File: src/rtl/i2c_entity_master.sv
// i2c_entity_master: open-drain I2C master, one register-addressed transaction per start.
// Frame: START, addr+W, reg[15:8], reg[7:0], then either nb_of_bytes write bytes,
// or repeated START, addr+R and nb_of_bytes read bytes (last one NACKed), then STOP.
// Ports:
//   clock, reset (async active-low)
//   slave_adress, register_address, is_read, nb_of_bytes, start -> request (latched on accept)
//   data_in       write byte, sampled at Q0 of each data byte's first bit
//   ready, error_out, byte_done, rd_data, rd_valid -> status / read data
//   SCL_in/SDA_in pad levels; SCL_out/SDA_out tied 0; SCL_t/SDA_t 1 = release, 0 = drive low
// Optional macro: I2C_CLK_STRETCH_EN -- quarter counter holds while a released SCL reads low.
module i2c_entity_master #(
    parameter int unsigned QTR_DIV = 62
) (
    input  logic        clock,
    input  logic        reset,
    input  logic [6:0]  slave_adress,
    input  logic [15:0] register_address,
    input  logic        is_read,
    input  logic [9:0]  nb_of_bytes,
    input  logic [7:0]  data_in,
    input  logic        start,
    output logic        ready,
    output logic        error_out,
    output logic        byte_done,
    output logic [7:0]  rd_data,
    output logic        rd_valid,
    input  logic        SCL_in,
    input  logic        SDA_in,
    output logic        SCL_out,
    output logic        SDA_out,
    output logic        SCL_t,
    output logic        SDA_t
);

    localparam int unsigned CNT_W = $clog2(QTR_DIV);

    localparam logic [3:0] IDLE   = 4'd0;
    localparam logic [3:0] START  = 4'd1;
    localparam logic [3:0] ADDR   = 4'd2;
    localparam logic [3:0] ACK    = 4'd3;
    localparam logic [3:0] REGH   = 4'd4;
    localparam logic [3:0] REGL   = 4'd5;
    localparam logic [3:0] WDATA  = 4'd6;
    localparam logic [3:0] RSTART = 4'd7;
    localparam logic [3:0] ADDR_R = 4'd8;
    localparam logic [3:0] RDATA  = 4'd9;
    localparam logic [3:0] MACK   = 4'd10;
    localparam logic [3:0] STOP   = 4'd11;

    logic [3:0]       state_q, state_d, prev_q, prev_d;
    logic [1:0]       qtr_q, qtr_d;
    logic [CNT_W-1:0] cnt_q, cnt_d;
    logic [2:0]       bit_q, bit_d;
    logic [7:0]       sh_q, sh_d;
    logic [6:0]       addr_q, addr_d;
    logic [15:0]      reg_q, reg_d;
    logic             rd_q, rd_d;
    logic [9:0]       rem_q, rem_d;
    logic             ack_q, ack_d;
    logic             err_q, err_d;
    logic             ready_q, ready_d;
    logic             byte_done_q, byte_done_d;
    logic             rd_valid_q, rd_valid_d;
    logic [7:0]       rd_data_q, rd_data_d;
    logic             scl_t_q, scl_t_d;
    logic             sda_t_q, sda_t_d;
    logic             tick_c, hold_c;

    assign tick_c = (cnt_q == CNT_W'(QTR_DIV - 1));

`ifdef I2C_CLK_STRETCH_EN
    // A slave holding a released SCL low freezes bit timing.
    assign hold_c = scl_t_q && !SCL_in && (state_q != IDLE);
`else
    logic unused_scl_in;
    assign unused_scl_in = SCL_in;
    assign hold_c        = 1'b0;
`endif

    // SCL level for a given state/quarter; evaluated on the next state so SCL leads SDA by a clock.
    function automatic logic scl_lvl(input logic [3:0] st, input logic [1:0] q);
        case (st)
            IDLE, START:  scl_lvl = 1'b1;
            RSTART, STOP: scl_lvl = (q != 2'd0);
            default:      scl_lvl = q[1];
        endcase
    endfunction

    // State register.
    always_ff @(posedge clock or negedge reset) begin
        if (!reset) begin
            state_q     <= IDLE;
            prev_q      <= IDLE;
            qtr_q       <= 2'd0;
            cnt_q       <= '0;
            bit_q       <= 3'd7;
            sh_q        <= 8'h00;
            addr_q      <= 7'h00;
            reg_q       <= 16'h0000;
            rd_q        <= 1'b0;
            rem_q       <= 10'd0;
            ack_q       <= 1'b0;
            err_q       <= 1'b0;
            ready_q     <= 1'b1;
            byte_done_q <= 1'b0;
            rd_valid_q  <= 1'b0;
            rd_data_q   <= 8'h00;
            scl_t_q     <= 1'b1;
            sda_t_q     <= 1'b1;
        end else begin
            state_q     <= state_d;
            prev_q      <= prev_d;
            qtr_q       <= qtr_d;
            cnt_q       <= cnt_d;
            bit_q       <= bit_d;
            sh_q        <= sh_d;
            addr_q      <= addr_d;
            reg_q       <= reg_d;
            rd_q        <= rd_d;
            rem_q       <= rem_d;
            ack_q       <= ack_d;
            err_q       <= err_d;
            ready_q     <= ready_d;
            byte_done_q <= byte_done_d;
            rd_valid_q  <= rd_valid_d;
            rd_data_q   <= rd_data_d;
            scl_t_q     <= scl_t_d;
            sda_t_q     <= sda_t_d;
        end
    end

    // Next-state and output logic; all sequencing happens on quarter ticks.
    always_comb begin
        state_d     = state_q;
        prev_d      = prev_q;
        qtr_d       = qtr_q;
        cnt_d       = cnt_q;
        bit_d       = bit_q;
        sh_d        = sh_q;
        addr_d      = addr_q;
        reg_d       = reg_q;
        rd_d        = rd_q;
        rem_d       = rem_q;
        ack_d       = ack_q;
        err_d       = err_q;
        rd_data_d   = rd_data_q;
        byte_done_d = 1'b0;
        rd_valid_d  = 1'b0;

        if (state_q == IDLE) begin
            cnt_d = '0;
            qtr_d = 2'd0;
            if (start && ready_q) begin
                addr_d  = slave_adress;
                reg_d   = register_address;
                rd_d    = is_read;
                rem_d   = nb_of_bytes;
                sh_d    = {slave_adress, 1'b0};
                bit_d   = 3'd7;
                err_d   = 1'b0;
                state_d = START;
            end
        end else if (!hold_c) begin
            if (!tick_c) begin
                cnt_d = cnt_q + CNT_W'(1);
            end else begin
                cnt_d = '0;
                qtr_d = qtr_q + 2'd1;
                case (state_q)
                    START: begin
                        if (qtr_q == 2'd2) begin
                            qtr_d   = 2'd0;
                            state_d = ADDR;
                        end
                    end
                    ADDR, REGH, REGL, WDATA, ADDR_R: begin
                        // Write data is captured at the end of Q0 so byte_done has time to refresh it.
                        if (state_q == WDATA && bit_q == 3'd7 && qtr_q == 2'd0) sh_d = data_in;
                        if (qtr_q == 2'd3) begin
                            sh_d = {sh_q[6:0], 1'b0};
                            if (bit_q == 3'd0) begin
                                prev_d  = state_q;
                                state_d = ACK;
                            end else begin
                                bit_d = bit_q - 3'd1;
                            end
                        end
                    end
                    ACK: begin
                        if (qtr_q == 2'd2) ack_d = !SDA_in;
                        if (qtr_q == 2'd3) begin
                            bit_d = 3'd7;
                            if (!ack_q) begin
                                err_d   = 1'b1;
                                state_d = STOP;
                            end else begin
                                case (prev_q)
                                    ADDR: begin
                                        sh_d    = reg_q[15:8];
                                        state_d = REGH;
                                    end
                                    REGH: begin
                                        sh_d    = reg_q[7:0];
                                        state_d = REGL;
                                    end
                                    REGL: begin
                                        if (rem_q == 10'd0) state_d = STOP;
                                        else if (rd_q)      state_d = RSTART;
                                        else                state_d = WDATA;
                                    end
                                    WDATA: begin
                                        byte_done_d = 1'b1;
                                        rem_d       = rem_q - 10'd1;
                                        state_d     = (rem_q == 10'd1) ? STOP : WDATA;
                                    end
                                    default: state_d = RDATA;
                                endcase
                            end
                        end
                    end
                    RSTART: begin
                        if (qtr_q == 2'd3) begin
                            sh_d    = {addr_q, 1'b1};
                            bit_d   = 3'd7;
                            state_d = ADDR_R;
                        end
                    end
                    RDATA: begin
                        if (qtr_q == 2'd2) begin
                            sh_d = {sh_q[6:0], SDA_in};
                            if (bit_q == 3'd0) begin
                                rd_data_d  = {sh_q[6:0], SDA_in};
                                rd_valid_d = 1'b1;
                            end
                        end
                        if (qtr_q == 2'd3) begin
                            if (bit_q == 3'd0) state_d = MACK;
                            else               bit_d   = bit_q - 3'd1;
                        end
                    end
                    MACK: begin
                        if (qtr_q == 2'd3) begin
                            rem_d   = rem_q - 10'd1;
                            bit_d   = 3'd7;
                            state_d = (rem_q == 10'd1) ? STOP : RDATA;
                        end
                    end
                    STOP: begin
                        if (qtr_q == 2'd3) state_d = IDLE;
                    end
                    default: state_d = IDLE;
                endcase
            end
        end

        ready_d = (state_d == IDLE);
        scl_t_d = scl_lvl(state_d, qtr_d);

        // SDA follows the current quarter, i.e. one clock after SCL, giving hold time.
        case (state_q)
            START:                  sda_t_d = (qtr_q == 2'd0);
            ADDR, REGH, REGL, ADDR_R: sda_t_d = sh_q[7];
            WDATA:                  sda_t_d = (bit_q == 3'd7 && qtr_q == 2'd0) ? data_in[7] : sh_q[7];
            RSTART:                 sda_t_d = (qtr_q < 2'd2);
            MACK:                   sda_t_d = (rem_q == 10'd1);
            STOP:                   sda_t_d = qtr_q[1];
            default:                sda_t_d = 1'b1;
        endcase
    end

    assign ready     = ready_q;
    assign error_out = err_q;
    assign byte_done = byte_done_q;
    assign rd_valid  = rd_valid_q;
    assign rd_data   = rd_data_q;
    assign SCL_t     = scl_t_q;
    assign SDA_t     = sda_t_q;
    assign SCL_out   = 1'b0;
    assign SDA_out   = 1'b0;

endmodule

File: config.mk
export PLATFORM = sky130hd
export DESIGN_NAME = i2c_entity_master
export DESIGN_NICKNAME = d
export VERILOG_FILES = /design/src/rtl/i2c_entity_master.sv
export SDC_FILE = /design/constraint.sdc
export NUM_CORES = 1
export LEC_CHECK = 0
export ABC_AREA = 1
export BUFFER_PORTS_ARGS = -buffer_cell sky130_fd_sc_hd__buf_2
export CAP_MARGIN = 20
export CORE_UTILIZATION = 25
export DETAILED_ROUTE_END_ITERATION = 12
export SYNTH_ARGS = -nofsm -noshare
export SYNTH_HDL_FRONTEND = slang
export SYNTH_SLANG_ARGS = --single-unit
File: constraint.sdc
create_clock -name clock -period 3.8 [get_ports clock]
set_input_delay 0.76 -clock clock [delete_from_list [all_inputs] [get_ports clock]]
set_output_delay 0.76 -clock clock [all_outputs]
set_load 0.02 [all_outputs]
==> results.toml <==
[clock_network]
cts_resized = 0
cts_num_sinks = 76
postCtsSetupRepairBufs = 0
cts_root_buf = "clkbuf_16"
clkLatencyLatePin_ns = 0.34
path_clk_slew_ns = 0.06
ctsHoldBuffers = 0
htreeDepth = 3
cts_made_buffers = 9
clockBufferDepth = 2
cts_tree = "built"

[grt]
antenna_found_initial = 0
grtUsageTotal_pct = 14.2
grt_pass1_vias = 3841
grt_pass1_wl_um = 19700
overflow = 0
grt_max_degree = 77

[floorplan]
core_um2 = 16800
rows = 47
io_pins = 63
die_x_um = 134
initial_core_util_pct = 25.8
die_h_um = 134
die_area_um2 = 17800

[synth]
ys_warn_count = 0
synthTopCellsByArea = "dfrtp_1 41%, nand2_1 15%, o21ai_0 7.5%"
synth_compound_area_share_pct = 16.3
ys_seq_elements = 76
synth_edf_count = 0
synth_seq_area_share_pct = 44.2
yosysUniqueCellTypes = 47
synth_area_um2 = 4320
synth_top_area_share_pct = 40.5
syn_inst = 585
async_reset_ff_share_pct = 100
yosys.area_share.adder_pct = 2.31
synth_common_cells = "171 x nand2_1, 72 x inv_1, 70 x dfrtp_1"
synth_xor_area_share_pct = 1.22
synthMuxAreaShare_pct = 0
synth_top_family_by_area = "simple AND/OR/NAND/NOR gates"
synthSimpleGateAreaFrac_pct = 26.6
synth_top_area_cell = "dfrtp_1"
synthFlopType = "dfrtp_1"
yosysMostFrequentCell = "nand2_1"
syn_area_per_cell_um2 = 7.39

[worst_setup_path]
end_kind = "register"
worstSetupStartpoint = "prev_q[2]"
arrival_ns = 2.50
reg2reg_depth = 12
crit_required_ns = 4.06
criticalPathCategory = "register to register"
critPathLaunchType = "register"
path_max_fanout = 16
reg2reg_to = "sh_q[3]"
regToRegSetupSlack_ns = 1.55
reg2reg_from = "prev_q[2]"

[final_layout]
n_antenna_cell = 0
fin_area_um2 = 5100
fill_cells = 1838
area_growth_pct = 18.1
layout-drive-gt1-share_pct = 16.3
num-nets-final = 697

[timing]
fmax_mhz = 445
setup_violations = 0
grt_setup_unrepaired = "no"
hold_viol = 0
fin_crit_sh_pct = 59.2
slew_violations = 0
clock_skew_ns = 0.0107
final.setup.tns_ns = 0
tightest_slew_ns = 1.00
maxSlewHeadroom_pct = 33.1
fin_crit_ns = 2.25

[min_path]
hold_end = "cnt_q[5]"
hp-class = "register to register"
whs_path_depth = 1
hold_path.startpoint = "cnt_q[5]"

[route]
drc_errors = 0
dr.pass1.iters = 5
ant_nets = 0
finalWirelength_um = 11800
routed_via_density = 4.58
routedWlPerCell_um = 13.6
vias = 3968
drt-initial-drc-count = 282

[power_and_ir_drop]
vdd_drop_max_mv = 0.188
power_density_nw_per_um2 = 510
power.static_leakage_nw = 2.56

[status]
status = "complete, no violations"

[placed_design]
gp_congestion = 0.880
portBuffers = 59
dp_hpwl_um = 8710
placed_area_um2 = 4830

[flow_run]
max-cap-violations = 0
[worst max-delay path: stages (launching register included)]
cell      delay (ns)
dfrtp_1         0.38
inv_1           0.05
nor2_1          0.17
nand2_1         0.34
nand2_1         0.22
nand2_1         0.06
nand2_1         0.06
inv_1           0.04
nor2_1          0.08
nand3_1         0.12
nor2_4          0.31
o311ai_0        0.22
o21ai_0         0.12
[registers in the layout, indices dropped and copies added (netlist names), 3 cells and up]
signal,flops
prev_q,4
rem_q,10
reg_q,16
addr_q,7
cnt_q,6
state_q,4
bit_q,3
sh_q,8
rd_data,8
[area by class of cell]
cell class / count / area, um2 / area share [%]
Tap cell: 220 / 275 / 5.39
Inverter: 80 / 302 / 5.91
Clock buffer: 12 / 256 / 5.02
Timing Repair Buffer: 62 / 320 / 6.27
Sequential cell: 76 / 1910 / 37.4
Multi-Input combinational cell: 413 / 2020 / 39.6
Clock inverter: 3 / 22.5 / 0.441
[power breakdown]
group / internal, mW / switching [mW]
clock: 0.475 / 0.335
combinational: 0.232 / 0.369
sequential: 1.05 / 0.138
[worst max-delay path by stage]
| stage | slack (ns) | endpoint | cells past startpoint |
|---|---|---|---|
| 6_report | 1.55 | sh_q[3] | 12 |
| 2_1_floorplan | 2.05 | sh_q[1] | 13 |
| 3_5_place_dp | 1.35 | reg_q[14] | 5 |
| 3_3_place_gp | 1.43 | reg_q[12] | 5 |
| 5_1_grt | 1.24 | sh_q[5] | 12 |
| 4_1_cts | 1.56 | sh_q[3] | 12 |
[stage by stage]
| stage | power [mW] | hold WS (ns) | util [%] | setup slack (ns) | std cells |
|---|---|---|---|---|---|
| final | 2.60 | 0.461 | 30.5 | 1.55 | 866 |
| after global routing | 2.79 | 0.494 | 30.5 | 1.24 | 866 |
| after CTS | 2.63 | 0.468 | 30.5 | 1.56 | 866 |
| after detailed placement | 1.81 | 0.458 | 28.8 | 1.35 | 851 |
| after global placement | 1.79 | 0.457 | 28.8 | 1.43 | 851 |
| after floorplan | 1.62 | 0.433 | - | 2.05 | 586 |
[cell usage in the layout, fill, tap and decap left out, drive strengths merged]
master,netlist,final
nand4,3,3
o21ai,70,70
a32o,1,1
xnor2,2,2
o22ai,6,6
buf,9,62
nand3,26,26
o211ai,5,5
a211oi,3,3
nor4,1,1
o32ai,1,1
o41ai,1,1
dfstp,6,6
nand2,175,175
o2111ai,3,3
o31ai,1,1
a22oi,3,3
nor3,8,8
o221ai,1,1
a31oi,2,2
xor2,4,4
clkbuf,8,12
a221oi,1,1
nor2,62,62
ha,8,8
clkinv,2,5
dfrtp,70,70
conb,1,2
a22o,1,1
inv,78,78
a21oi,21,21
o311ai,2,2
[cells by family after synthesis]
group,Yosys count
buffers and inverters,97
and+or+nand+nor,275
adders and majority gates,8
AOI/OAI and AO/OA,122
DFF,76
xor gates and xnor gates,6
other,1
[layer usage]
| layer | up-vias | track usage, % | share of wire (%) | wire length, um |
|---|---|---|---|---|
| met3 | 25 | 2.85 | 5.0 | 593 |
| met2 | 114 | 20.9 | 43 | 5040 |
| met5 | - | 0 | 0 | 0 |
| met1 | 1827 | 19.6 | 49 | 5830 |
| li1 | 2002 | - | - | - |
| met4 | 0 | 7.32 | 3.0 | 350 |
(Power assumes the default switching activity.)
